--- src/rtl/dsp_cfg_scheduler_if.sv ---
// Software-side configuration bus of dsp_cfg_scheduler: shadow writes plus the commit pulse.
interface dsp_cfg_scheduler_if #(
    parameter int unsigned GW = 32
);
    logic          cfg_wr_valid;
    logic          cfg_wr_ready;
    logic [1:0]    cfg_wr_addr;
    logic [GW-1:0] cfg_wr_data;
    logic          cfg_commit;

    modport master (
        output cfg_wr_valid, cfg_wr_addr, cfg_wr_data, cfg_commit,
        input  cfg_wr_ready
    );

    modport slave (
        input  cfg_wr_valid, cfg_wr_addr, cfg_wr_data, cfg_commit,
        output cfg_wr_ready
    );
endinterface

--- src/rtl/dsp_cfg_scheduler.sv ---
// Applies shadowed CORDIC chain config atomically on a ce_down boundary, then ramps gain1.
// Optional WAIT_SLOT/RAMP watchdog enabled by defining DSP_CFG_TIMEOUT_EN.
module dsp_cfg_scheduler #(
    parameter int unsigned   PW        = 19,
    parameter int unsigned   GW        = 32,
    parameter logic [GW-1:0] GAIN_STEP = 32'h0100_0000,
    parameter logic [GW-1:0] GAIN_RST  = 32'h4000_0000,
    parameter int unsigned   TIMEOUT   = 4096
) (
    input  logic               sys_clk,
    input  logic               rst_n,
    dsp_cfg_scheduler_if.slave cfg,
    input  logic               ce_down,
    output logic [PW-1:0]      phase_inc_nco,
    output logic [PW-1:0]      phase_inc_down,
    output logic [GW-1:0]      gain1,
    output logic [GW-1:0]      gain2,
    output logic               cfg_busy,
    output logic               cfg_done,
    output logic               cfg_timeout
);
    localparam logic [2:0] IDLE      = 3'd0;
    localparam logic [2:0] WAIT_SLOT = 3'd1;
    localparam logic [2:0] APPLY     = 3'd2;
    localparam logic [2:0] RAMP      = 3'd3;
    localparam logic [2:0] DONE      = 3'd4;

    logic [2:0]    state_q, state_d;
    logic [PW-1:0] sh_nco_q, sh_down_q;
    logic [GW-1:0] sh_gain1_q, sh_gain2_q;
    logic [PW-1:0] nco_q, down_q;
    logic [GW-1:0] gain1_q, gain1_d, gain2_q;
    logic          wr_en;
    logic          slot_hit, step_hit;
    logic [GW:0]   diff, mag;
    logic          snap;
    logic [GW-1:0] ramp_next;

    assign wr_en = cfg.cfg_wr_valid && (state_q == IDLE);

    // Signed GW+1-bit distance to target; stepping stops short of it, so no wrap is possible.
    assign diff      = {1'b0, sh_gain1_q} - {1'b0, gain1_q};
    assign mag       = diff[GW] ? -diff : diff;
    assign snap      = (GAIN_STEP == '0) || (mag <= {1'b0, GAIN_STEP});
    assign ramp_next = snap ? sh_gain1_q
                     : (diff[GW] ? gain1_q - GAIN_STEP : gain1_q + GAIN_STEP);

`ifdef DSP_CFG_TIMEOUT_EN
    localparam int unsigned CW = (TIMEOUT > 1) ? $clog2(TIMEOUT) : 1;

    logic [CW-1:0] cnt_q, cnt_d;
    logic          tick;
    logic          to_q, to_d;

    assign tick     = (cnt_q == CW'(TIMEOUT - 1));
    assign slot_hit = ce_down || tick;
    assign step_hit = ce_down || tick;

    always_comb begin
        cnt_d = '0;
        if ((state_q == WAIT_SLOT || state_q == RAMP) && !(ce_down || tick)) begin
            cnt_d = cnt_q + CW'(1);
        end
        to_d = to_q;
        if (state_q == IDLE && cfg.cfg_commit) begin
            to_d = 1'b0;
        end else if (state_q == WAIT_SLOT && tick && !ce_down) begin
            to_d = 1'b1;
        end
    end

    always_ff @(posedge sys_clk or negedge rst_n) begin
        if (!rst_n) begin
            cnt_q <= '0;
            to_q  <= 1'b0;
        end else begin
            cnt_q <= cnt_d;
            to_q  <= to_d;
        end
    end

    assign cfg_timeout = to_q;
`else
    logic unused_timeout;
    assign unused_timeout = ^TIMEOUT;
    assign slot_hit       = ce_down;
    assign step_hit       = ce_down;
    assign cfg_timeout    = 1'b0;
`endif

    always_comb begin
        state_d = state_q;
        gain1_d = gain1_q;
        case (state_q)
            IDLE:      if (cfg.cfg_commit) state_d = WAIT_SLOT;
            WAIT_SLOT: if (slot_hit) state_d = APPLY;
            APPLY:     state_d = (gain1_q == sh_gain1_q) ? DONE : RAMP;
            RAMP: begin
                if (step_hit) begin
                    gain1_d = ramp_next;
                    if (ramp_next == sh_gain1_q) state_d = DONE;
                end
            end
            DONE:      state_d = IDLE;
            default:   state_d = IDLE;
        endcase
    end

    always_ff @(posedge sys_clk or negedge rst_n) begin
        if (!rst_n) begin
            state_q    <= IDLE;
            sh_nco_q   <= '0;
            sh_down_q  <= '0;
            sh_gain1_q <= GAIN_RST;
            sh_gain2_q <= GAIN_RST;
            nco_q      <= '0;
            down_q     <= '0;
            gain1_q    <= GAIN_RST;
            gain2_q    <= GAIN_RST;
        end else begin
            state_q <= state_d;
            gain1_q <= gain1_d;
            if (wr_en) begin
                case (cfg.cfg_wr_addr)
                    2'd0:    sh_nco_q   <= cfg.cfg_wr_data[PW-1:0];
                    2'd1:    sh_down_q  <= cfg.cfg_wr_data[PW-1:0];
                    2'd2:    sh_gain1_q <= cfg.cfg_wr_data;
                    default: sh_gain2_q <= cfg.cfg_wr_data;
                endcase
            end
            // All three live words switch on the same edge.
            if (state_q == APPLY) begin
                nco_q   <= sh_nco_q;
                down_q  <= sh_down_q;
                gain2_q <= sh_gain2_q;
            end
        end
    end

    assign cfg.cfg_wr_ready = (state_q == IDLE);
    assign phase_inc_nco    = nco_q;
    assign phase_inc_down   = down_q;
    assign gain1            = gain1_q;
    assign gain2            = gain2_q;
    assign cfg_busy         = (state_q != IDLE);
    assign cfg_done         = (state_q == DONE);
endmodule

--- src/flat_wrapper.sv ---
// flat-port wrapper written by rule: the top's interface ports become plain ports
module dsp_cfg_scheduler_flat 
#(
    parameter int unsigned   PW        = 19,
    parameter int unsigned   GW        = 32,
    parameter logic [GW-1:0] GAIN_STEP = 32'h0100_0000,
    parameter logic [GW-1:0] GAIN_RST  = 32'h4000_0000,
    parameter int unsigned   TIMEOUT   = 4096
)
  (sys_clk, rst_n, ce_down, phase_inc_nco, phase_inc_down, gain1, gain2, cfg_busy, cfg_done, cfg_timeout, cfg_cfg_wr_valid, cfg_cfg_wr_addr, cfg_cfg_wr_data, cfg_cfg_commit, cfg_cfg_wr_ready);
  dsp_cfg_scheduler_if #(.GW(GW)) cfg_i ();
  input  logic sys_clk;
  input  logic rst_n;
  input  logic ce_down;
  output logic [PW-1:0] phase_inc_nco;
  output logic [PW-1:0] phase_inc_down;
  output logic [GW-1:0] gain1;
  output logic [GW-1:0] gain2;
  output logic cfg_busy;
  output logic cfg_done;
  output logic cfg_timeout;
  input wire logic [$bits(cfg_i.cfg_wr_valid)-1:0] cfg_cfg_wr_valid;
  input wire logic [$bits(cfg_i.cfg_wr_addr)-1:0] cfg_cfg_wr_addr;
  input wire logic [$bits(cfg_i.cfg_wr_data)-1:0] cfg_cfg_wr_data;
  input wire logic [$bits(cfg_i.cfg_commit)-1:0] cfg_cfg_commit;
  output wire logic [$bits(cfg_i.cfg_wr_ready)-1:0] cfg_cfg_wr_ready;
  assign cfg_i.cfg_wr_valid = cfg_cfg_wr_valid;
  assign cfg_i.cfg_wr_addr = cfg_cfg_wr_addr;
  assign cfg_i.cfg_wr_data = cfg_cfg_wr_data;
  assign cfg_i.cfg_commit = cfg_cfg_commit;
  assign cfg_cfg_wr_ready = cfg_i.cfg_wr_ready;
  dsp_cfg_scheduler #(.PW(PW), .GW(GW), .GAIN_STEP(GAIN_STEP), .GAIN_RST(GAIN_RST), .TIMEOUT(TIMEOUT)) u_core (.sys_clk(sys_clk), .rst_n(rst_n), .cfg(cfg_i), .ce_down(ce_down), .phase_inc_nco(phase_inc_nco), .phase_inc_down(phase_inc_down), .gain1(gain1), .gain2(gain2), .cfg_busy(cfg_busy), .cfg_done(cfg_done), .cfg_timeout(cfg_timeout));
endmodule
--- config.mk ---
export PLATFORM = sky130hd
export DESIGN_NAME = dsp_cfg_scheduler_flat
export DESIGN_NICKNAME = d
export VERILOG_FILES = /design/src/rtl/dsp_cfg_scheduler_if.sv /design/src/rtl/dsp_cfg_scheduler.sv /design/src/flat_wrapper.sv
export SDC_FILE = /design/constraint.sdc
export NUM_CORES = 1
export LEC_CHECK = 0
export CORE_UTILIZATION = 61
export CTS_CLUSTER_DIAMETER = 80
export DETAILED_ROUTE_END_ITERATION = 16
export PLACE_DENSITY = 0.86
export SLEW_MARGIN = 20
export SYNTH_ARGS = -nofsm -noshare
export SYNTH_HDL_FRONTEND = slang
export SYNTH_SLANG_ARGS = --single-unit
--- constraint.sdc ---
create_clock -name sys_clk -period 11.1 [get_ports sys_clk]
set_clock_uncertainty 0.05 [all_clocks]
set_input_delay 3.33 -clock sys_clk [delete_from_list [all_inputs] [get_ports sys_clk]]
set_output_delay 3.33 -clock sys_clk [all_outputs]
set_load 0.005 [all_outputs]
==> metrics.txt, run 1 <==
# TYPE chip_impl_metric gauge
chip_impl_info{name="critical_path.startpoint_type",value="flip-flop"} 1
chip_impl_metric{name="synth-edff-count",unit=""} 0
chip_impl_metric{name="worstPathArrival",unit="ns"} 6.23
chip_impl_metric{name="antenna-diode-count",unit=""} 0
chip_impl_metric{name="final_cell_area",unit="sq um"} 14350
chip_impl_metric{name="synthesis.instances",unit=""} 1098
chip_impl_metric{name="slew-limit-headroom",unit=""} 0.3196
chip_impl_metric{name="clk_transition_reported_paths",unit="ns"} 0.07
chip_impl_info{name="synth_most_common_cell",value="sky130_fd_sc_hd__dfrtp_1"} 1
chip_impl_metric{name="final_nets",unit=""} 1306
chip_impl_metric{name="cts-hold-fix-buffers",unit=""} 0
chip_impl_metric{name="drc",unit=""} 0
chip_impl_metric{name="final-setup-viol-count",unit=""} 0
chip_impl_metric{name="yosys.area.top_type_share",unit=""} 0.4234
chip_impl_metric{name="detail_route.wirelength",unit="mm"} 35.28
chip_impl_metric{name="synth.yosys.warnings",unit=""} 0
chip_impl_metric{name="post_drt_via_cell_ratio",unit=""} 6.438
chip_impl_info{name="setup.worst_path.end_class",value="flip-flop"} 1
chip_impl_metric{name="util_after_layout",unit=""} 0.7547
chip_impl_metric{name="htree_levels",unit=""} 1
chip_impl_metric{name="synthesis.nets",unit=""} 1178
chip_impl_info{name="cts_root_buffer",value="sky130_fd_sc_hd__clkbuf_16"} 1
chip_impl_metric{name="fmax",unit="GHz"} 0.1689
chip_impl_metric{name="floorplan.rows",unit=""} 50
chip_impl_metric{name="power.share.combinational",unit=""} 0.192
chip_impl_metric{name="drt-initial-drc-count",unit=""} 727
chip_impl_metric{name="clock_tree.buffer_depth",unit=""} 3
chip_impl_metric{name="drtAntennaViolNets",unit=""} 0
chip_impl_metric{name="grt_usage",unit=""} 0.3428
chip_impl_metric{name="share_of_the_clock_period_used_by_the_worst_path_after_layout",unit=""} 0.5334
chip_impl_metric{name="finalSetupTns",unit="ns"} 0
chip_impl_metric{name="die_area",unit="sq um"} 20230
chip_impl_metric{name="detailed_place.area",unit="sq um"} 13610
chip_impl_metric{name="worst_ep_required_time",unit="ns"} 11.41
chip_impl_metric{name="postSynthAreaPerCell",unit="sq um"} 10.93
chip_impl_info{name="min-delay-path-class",value="reg -> reg"} 1
chip_impl_info{name="yosys_most_used_dff",value="sky130_fd_sc_hd__dfrtp_1"} 1
chip_impl_info{name="yosys-top-cells-count",value="sky130_fd_sc_hd__dfrtp_1, sky130_fd_sc_hd__mux2_2, sky130_fd_sc_hd__nand2_1"} 1
chip_impl_metric{name="postCtsSetupBuffers",unit=""} 0
chip_impl_metric{name="power.internal",unit="uW"} 1340
chip_impl_metric{name="maxCapViolations",unit=""} 0
chip_impl_metric{name="finalHoldViolCount",unit=""} 0
chip_impl_metric{name="die-width",unit="microns"} 142.2
chip_impl_metric{name="placedCellCount",unit=""} 1461
chip_impl_metric{name="grt_pass1_vias",unit=""} 9708
chip_impl_info{name="cts_tree",value="built"} 1
chip_impl_metric{name="number_of_primary_i_o_pins",unit=""} 145
chip_impl_metric{name="clock_sink_count",unit=""} 207
chip_impl_metric{name="port_buffers",unit=""} 143
chip_impl_metric{name="die_height",unit="microns"} 142.2
chip_impl_info{name="timing_worst_setup_path_type",value="reg -> reg"} 1
chip_impl_info{name="yosysTopAreaCell",value="sky130_fd_sc_hd__dfrtp_1"} 1
chip_impl_metric{name="synth.cell_area",unit="sq um"} 12000
chip_impl_metric{name="floorplan.core_area",unit="sq um"} 19020
chip_impl_metric{name="asr_flop_ratio_synth",unit=""} 1.000
chip_impl_metric{name="detailedPlacementHpwl",unit="mm"} 23.65
chip_impl_metric{name="power.total",unit="uW"} 1875
chip_impl_metric{name="netSwitchingFraction",unit=""} 0.2855
chip_impl_metric{name="start_util",unit=""} 0.6308
chip_impl_metric{name="routedWlPerCell",unit="microns"} 23.51
chip_impl_metric{name="grt_start_max_net_pins",unit=""} 138
chip_impl_metric{name="grt.overflow.total",unit=""} 0
chip_impl_metric{name="area_growth",unit="%"} 19.64
chip_impl_metric{name="synth_seq_cells",unit=""} 207
chip_impl_metric{name="detail_route.first_pass.iterations",unit=""} 5
chip_impl_metric{name="layout.cells.non_filler",unit=""} 1501
chip_impl_metric{name="post_cts_resized",unit=""} 0
chip_impl_metric{name="antenna_found_initial",unit=""} 0
chip_impl_metric{name="fill_cells",unit=""} 1187
chip_impl_metric{name="ys_types",unit=""} 81
chip_impl_info{name="rsz0062_at_grt",value="false"} 1
chip_impl_metric{name="cellLeakagePower",unit="uW"} 0.006896
chip_impl_info{name="result_of_the_run",value="finished, final reports clean"} 1
chip_impl_metric{name="final.min_clock_period",unit="ns"} 5.921
chip_impl_metric{name="total_switching_power",unit="uW"} 535.2
chip_impl_metric{name="ys_seq_area_frac",unit=""} 0.4322
chip_impl_metric{name="clock_power_share",unit=""} 0.388
chip_impl_metric{name="vias",unit=""} 9664
chip_impl_metric{name="ir_worst_vdd",unit="mV"} 0.1322
chip_impl_info{name="synth_top_area_cells",value="sky130_fd_sc_hd__dfrtp_1, sky130_fd_sc_hd__mux2_2, sky130_fd_sc_hd__ha_1"} 1
chip_impl_metric{name="place_congestion",unit=""} 0.9541
chip_impl_metric{name="cts_made_buffers",unit=""} 22
chip_impl_metric{name="grt_pass1_wl",unit="mm"} 53.68
chip_impl_metric{name="area.sequential",unit="sq um"} 5185
chip_impl_metric{name="number_of_pins_exceeding_their_max_slew_limit_in_the_final_report",unit=""} 0
chip_impl_metric{name="worstPathMaxFanout",unit=""} 30
chip_impl_metric{name="cellPowerDensity",unit="nW/um^2"} 130.6
chip_impl_metric{name="seq_power_share",unit=""} 0.421
chip_impl_metric{name="multi_input_comb_area",unit="sq um"} 6424
chip_impl_metric{name="drive_gt1_frac",unit=""} 0.2127
chip_impl_metric{name="clk-insertion-delay-late",unit="ns"} 0.52
chip_impl_metric{name="max_slew.worst_pin.slew",unit="ns"} 1.018
## path summary, 6_finish.rpt
check	depth (start not counted)	slack (ns)	endpoint	from
setup / recovery	19	5.18	u_core.gain1[18]	u_core.sh_gain1_q[0]
hold / removal	1	0.45	u_core.phase_inc_nco[7]	u_core.sh_nco_q[7]
setup reg to reg	19	5.18	u_core.gain1[18]	u_core.sh_gain1_q[0]
hold reg to reg	1	0.45	u_core.phase_inc_nco[7]	u_core.sh_nco_q[7]
max in group asynchronous	2	6.93	u_core.phase_inc_nco[5]	rst_n
min in group asynchronous	1	2.73	u_core.phase_inc_nco[9]	rst_n
## sequential cells by signal (all words and copies together) (netlist names)
name,count
u_core.sh_down_q,19
u_core.sh_gain2_q,32
u_core.sh_gain1_q,32
u_core.phase_inc_nco,19
u_core.state_q,3
u_core.gain1,32
u_core.gain2,32
u_core.sh_nco_q,19
u_core.phase_inc_down,19
## through the flow
stage	hold slack, ns	worst slack (ns)
after floorplan	0.4237	6.057
after global placement	0.4284	5.324
after detailed placement	0.4373	5.203
after CTS	0.4508	5.207
after global routing	0.4662	4.808
final	0.4539	5.179
## metal layers
metal | track usage | vias up | routed length (microns) | share of wire
met3 | 0.06763 | 74 | 2213 | 0.063
met5 | 0 | - | 0 | 0
li1 | - | 4340 | - | -
met1 | 0.4555 | 4869 | 14920 | 0.42
met4 | 0.1313 | 0 | 1163 | 0.033
met2 | 0.5560 | 381 | 16980 | 0.48
## kinds of logic after synthesis
group,Yosys count,synth area share
other,1,0.0003126
DFF,207,0.4322
and+or+nand+nor,254,0.1131
xor gates and xnor gates,55,0.04015
AOI/OAI and AO/OA,235,0.1358
buffers and inverters,96,0.03369
adders and majority gates,41,0.04401
muxes,209,0.2008
## cell type report
type,instances,share of cell area
Timing Repair Buffer,151,0.1057
Multi-Input combinational cell,795,0.4476
Clock buffer,33,0.04612
Tap cell,260,0.02267
Inverter,49,0.01281
Sequential cell,207,0.3613
Clock inverter,6,0.003923
## worst max-delay path, stage by stage (launching register included)
cell and delay (ns):
sky130_fd_sc_hd__dfrtp_1 0.42, sky130_fd_sc_hd__inv_1 0.07, sky130_fd_sc_hd__ha_1 0.21, sky130_fd_sc_hd__fa_1 0.41
sky130_fd_sc_hd__nand2b_1 0.22, sky130_fd_sc_hd__a211oi_1 0.38, sky130_fd_sc_hd__o211a_1 0.22, sky130_fd_sc_hd__o2111a_1 0.17
sky130_fd_sc_hd__or2_1 0.38, sky130_fd_sc_hd__inv_1 0.57, sky130_fd_sc_hd__o211ai_1 0.27, sky130_fd_sc_hd__nand2_1 0.07
sky130_fd_sc_hd__a2111oi_0 0.39, sky130_fd_sc_hd__and4b_1 0.28, sky130_fd_sc_hd__a31oi_1 0.11, sky130_fd_sc_hd__nor4_2 0.28
sky130_fd_sc_hd__buf_4 0.27, sky130_fd_sc_hd__and2_1 0.16, sky130_fd_sc_hd__buf_4 0.39, sky130_fd_sc_hd__mux2_1 0.40
## placed cells by master (no fill, tap or decap), types with 26 or more instances in the layout
cell type / netlist / routed
sky130_fd_sc_hd__nand3_1: 26 / 26
sky130_fd_sc_hd__ha_1: 39 / 39
sky130_fd_sc_hd__mux2_2: 172 / 172
sky130_fd_sc_hd__a21oi_1: 56 / 56
sky130_fd_sc_hd__o21ai_0: 34 / 34
sky130_fd_sc_hd__xor2_1: 36 / 36
sky130_fd_sc_hd__dfrtp_1: 203 / 203
sky130_fd_sc_hd__nand2_1: 57 / 57
sky130_fd_sc_hd__clkdlybuf4s50_1: 0 / 142
sky130_fd_sc_hd__nor2_1: 52 / 52
sky130_fd_sc_hd__inv_1: 49 / 49
## power by group through the flow
| stage | Combinational, uW | Sequential [uW] | Clock [uW] |
|---|---|---|---|
| 5_1_grt | 394 | 791 | 756 |
| 6_report | 359 | 789 | 727 |
| 3_5_place_dp | 342 | 803 | 0 |
| 2_1_floorplan | 231 | 797 | 0 |
| 3_3_place_gp | 339 | 802 | 0 |
| 4_1_cts | 350 | 789 | 723 |
Note: power is estimated with default switching activity, not from simulation.
==> inputs of run 2 (changes only) <==
--- a/config.mk
+++ b/config.mk
@@ -5,10 +5,10 @@
 export SDC_FILE = /design/constraint.sdc
 export NUM_CORES = 1
 export LEC_CHECK = 0
-export CORE_UTILIZATION = 61
+export CORE_UTILIZATION = 57
 export CTS_CLUSTER_DIAMETER = 80
 export DETAILED_ROUTE_END_ITERATION = 16
-export PLACE_DENSITY = 0.86
+export PLACE_DENSITY = 0.81
 export SLEW_MARGIN = 20
 export SYNTH_ARGS = -nofsm -noshare
 export SYNTH_HDL_FRONTEND = slang
==> constraint.sdc (replaced) <==
create_clock -name sys_clk -period 5.8 [get_ports sys_clk]
set_clock_uncertainty 0.05 [all_clocks]
set_input_delay 1.74 -clock sys_clk [delete_from_list [all_inputs] [get_ports sys_clk]]
set_output_delay 1.74 -clock sys_clk [all_outputs]
set_load 0.005 [all_outputs]
==> run 2 against run 1 <==
Design area up 0.30%. Combinational power up 88%. Core utilization down 5.0 points. Critical path depth down 3.
==> metrics.txt, run 2 (same netlist as run 1, synthesis figures left out) <==
# TYPE chip_impl_metric gauge
chip_impl_info{name="result_of_the_run",value="finished, final reports clean"} 1
chip_impl_metric{name="worstPathMaxFanout",unit=""} 24
chip_impl_metric{name="vias",unit=""} 9549
chip_impl_metric{name="share_of_the_clock_period_used_by_the_worst_path_after_layout",unit=""} 0.9326
chip_impl_metric{name="die-width",unit="microns"} 147.1
chip_impl_metric{name="detail_route.first_pass.iterations",unit=""} 6
chip_impl_metric{name="cts_made_buffers",unit=""} 22
chip_impl_metric{name="final_nets",unit=""} 1308
chip_impl_metric{name="cts-hold-fix-buffers",unit=""} 0
chip_impl_metric{name="maxCapViolations",unit=""} 0
chip_impl_metric{name="floorplan.rows",unit=""} 52
chip_impl_metric{name="clk-insertion-delay-late",unit="ns"} 0.51
chip_impl_metric{name="antenna_found_initial",unit=""} 0
chip_impl_metric{name="power.internal",unit="uW"} 2597
chip_impl_metric{name="post_drt_via_cell_ratio",unit=""} 6.307
chip_impl_metric{name="drive_gt1_frac",unit=""} 0.2122
chip_impl_info{name="mostFrequentLayoutCells",value="sky130_fd_sc_hd__dfrtp_1, sky130_fd_sc_hd__mux2_2, sky130_fd_sc_hd__clkdlybuf4s50_1"} 1
chip_impl_metric{name="clk_transition_reported_paths",unit="ns"} 0.07
chip_impl_metric{name="total_switching_power",unit="uW"} 988.9
chip_impl_metric{name="cellLeakagePower",unit="uW"} 0.006913
chip_impl_info{name="mostFrequentLayoutCell",value="sky130_fd_sc_hd__dfrtp_1"} 1
chip_impl_metric{name="worst_ep_required_time",unit="ns"} 6.12
chip_impl_metric{name="final-setup-viol-count",unit=""} 0
chip_impl_metric{name="finalHoldViolCount",unit=""} 0
chip_impl_metric{name="die_area",unit="sq um"} 21630
chip_impl_info{name="setup.worst_path.end_class",value="flip-flop"} 1
chip_impl_info{name="rsz0062_at_grt",value="false"} 1
chip_impl_info{name="cts_root_buffer",value="sky130_fd_sc_hd__clkbuf_16"} 1
chip_impl_metric{name="antenna-diode-count",unit=""} 0
chip_impl_metric{name="number_of_primary_i_o_pins",unit=""} 145
chip_impl_metric{name="multi_input_comb_area",unit="sq um"} 6424
chip_impl_metric{name="cellPowerDensity",unit="nW/um^2"} 249.1
chip_impl_info{name="min-delay-path-class",value="reg -> reg"} 1
chip_impl_metric{name="grt_pass1_vias",unit=""} 9605
chip_impl_metric{name="start_util",unit=""} 0.5872
chip_impl_metric{name="final.min_clock_period",unit="ns"} 5.409
chip_impl_metric{name="util_after_layout",unit=""} 0.7046
chip_impl_metric{name="ir_worst_vdd",unit="mV"} 0.2764
chip_impl_metric{name="place_congestion",unit=""} 0.9550
chip_impl_info{name="critical_path.startpoint_type",value="flip-flop"} 1
chip_impl_metric{name="layout.cells.non_filler",unit=""} 1514
chip_impl_metric{name="grt.overflow.total",unit=""} 0
chip_impl_metric{name="worstPathArrival",unit="ns"} 5.73
chip_impl_metric{name="die_height",unit="microns"} 147.1
chip_impl_metric{name="fmax",unit="GHz"} 0.1849
chip_impl_metric{name="drtAntennaViolNets",unit=""} 0
chip_impl_metric{name="final_cell_area",unit="sq um"} 14400
chip_impl_metric{name="clock_power_share",unit=""} 0.392
chip_impl_metric{name="drt-initial-drc-count",unit=""} 836
chip_impl_metric{name="number_of_pins_exceeding_their_max_slew_limit_in_the_final_report",unit=""} 0
chip_impl_metric{name="grt_usage",unit=""} 0.3154
chip_impl_metric{name="fill_cells",unit=""} 1403
chip_impl_metric{name="clock_sink_count",unit=""} 207
chip_impl_metric{name="clock_tree.buffer_depth",unit=""} 3
chip_impl_info{name="timing_worst_setup_path_type",value="reg -> reg"} 1
chip_impl_metric{name="detail_route.wirelength",unit="mm"} 33.54
chip_impl_metric{name="placedCellCount",unit=""} 1474
chip_impl_metric{name="detailed_place.area",unit="sq um"} 13670
chip_impl_metric{name="seq_power_share",unit=""} 0.420
chip_impl_metric{name="htree_levels",unit=""} 1
chip_impl_metric{name="area_growth",unit="%"} 19.99
chip_impl_metric{name="drc",unit=""} 0
chip_impl_metric{name="finalSetupTns",unit="ns"} 0
chip_impl_metric{name="detailedPlacementHpwl",unit="mm"} 23.39
chip_impl_metric{name="port_buffers",unit=""} 143
chip_impl_metric{name="slew-limit-headroom",unit=""} 0.2871
chip_impl_metric{name="grt_pass1_wl",unit="mm"} 53.55
chip_impl_metric{name="max_slew.worst_pin.slew",unit="ns"} 1.067
chip_impl_info{name="cts_tree",value="built"} 1
chip_impl_metric{name="netSwitchingFraction",unit=""} 0.2758
chip_impl_metric{name="routedWlPerCell",unit="microns"} 22.15
chip_impl_metric{name="post_cts_resized",unit=""} 0
chip_impl_metric{name="floorplan.core_area",unit="sq um"} 20430
chip_impl_metric{name="power.share.combinational",unit=""} 0.188
chip_impl_metric{name="postCtsSetupBuffers",unit=""} 0
chip_impl_metric{name="area.sequential",unit="sq um"} 5185
chip_impl_metric{name="grt_start_max_net_pins",unit=""} 133
[run 2: area by class of cell]
class                      count  area share
timing repair buffer         153      0.1067
clock buffer                  35     0.04581
inverter                      49     0.01278
sequential                   207      0.3602
clock inverter                 5    0.004781
tap                          270     0.02347
multi-input combinational    795      0.4462
[run 2: path summary, 6_finish.rpt]
kind	from	endpoint	slack, ns	cells past startpoint
setup reg to reg	u_core.gain1[0]	u_core.gain1[18]	0.39	16
max in group asynchronous	rst_n	u_core.gain1[22]	3.44	2
min in group asynchronous	rst_n	u_core.gain2[9]	1.30	1
hold reg to reg	u_core.sh_down_q[17]	u_core.phase_inc_down[17]	0.44	1
setup / recovery	u_core.gain1[0]	u_core.gain1[18]	0.39	16
hold / removal	u_core.sh_down_q[17]	u_core.phase_inc_down[17]	0.44	1
[run 2: power groups by stage]
stage	Clock [uW]	Sequential, uW	Combinational (uW)
detailed placement	0	1530	663
finish	1400	1510	675
global placement	0	1530	655
floorplan	0	1530	443
global route	1470	1510	754
CTS	1420	1510	670
[run 2: worst max-delay path, stage by stage, from the launching register on]
cell,delay [ns]
sky130_fd_sc_hd__dfrtp_1,0.42
sky130_fd_sc_hd__ha_1,0.24
sky130_fd_sc_hd__fa_1,0.40
sky130_fd_sc_hd__nand2b_1,0.22
sky130_fd_sc_hd__a211oi_1,0.39
sky130_fd_sc_hd__nor2_1,0.13
sky130_fd_sc_hd__xor2_1,0.51
sky130_fd_sc_hd__and4b_1,0.42
sky130_fd_sc_hd__nand3_1,0.10
sky130_fd_sc_hd__or4_1,0.48
sky130_fd_sc_hd__and3_1,0.22
sky130_fd_sc_hd__nor4_1,0.32
sky130_fd_sc_hd__a31oi_1,0.16
sky130_fd_sc_hd__nor4_2,0.37
sky130_fd_sc_hd__and2_1,0.24
sky130_fd_sc_hd__buf_12,0.23
sky130_fd_sc_hd__mux2_1,0.35
[run 2: stage by stage]
step           power (uW)  hold WS [ns]  worst slack [ns]
2_1_floorplan        1968        0.4237             1.037
3_3_place_gp         2188        0.4304            0.6756
3_5_place_dp         2196        0.4375            0.5898
4_1_cts              3596        0.4504            0.5489
5_1_grt              3737        0.4651            0.1610
6_report             3586        0.4433            0.3908
[run 2: routing by layer]
layer	GRT usage	vias up	part of all wire
li1	-	4336	-
met1	0.4308	4836	0.43
met2	0.5210	330	0.48
met3	0.05559	47	0.063
met4	0.08144	0	0.020
met5	0	-	0
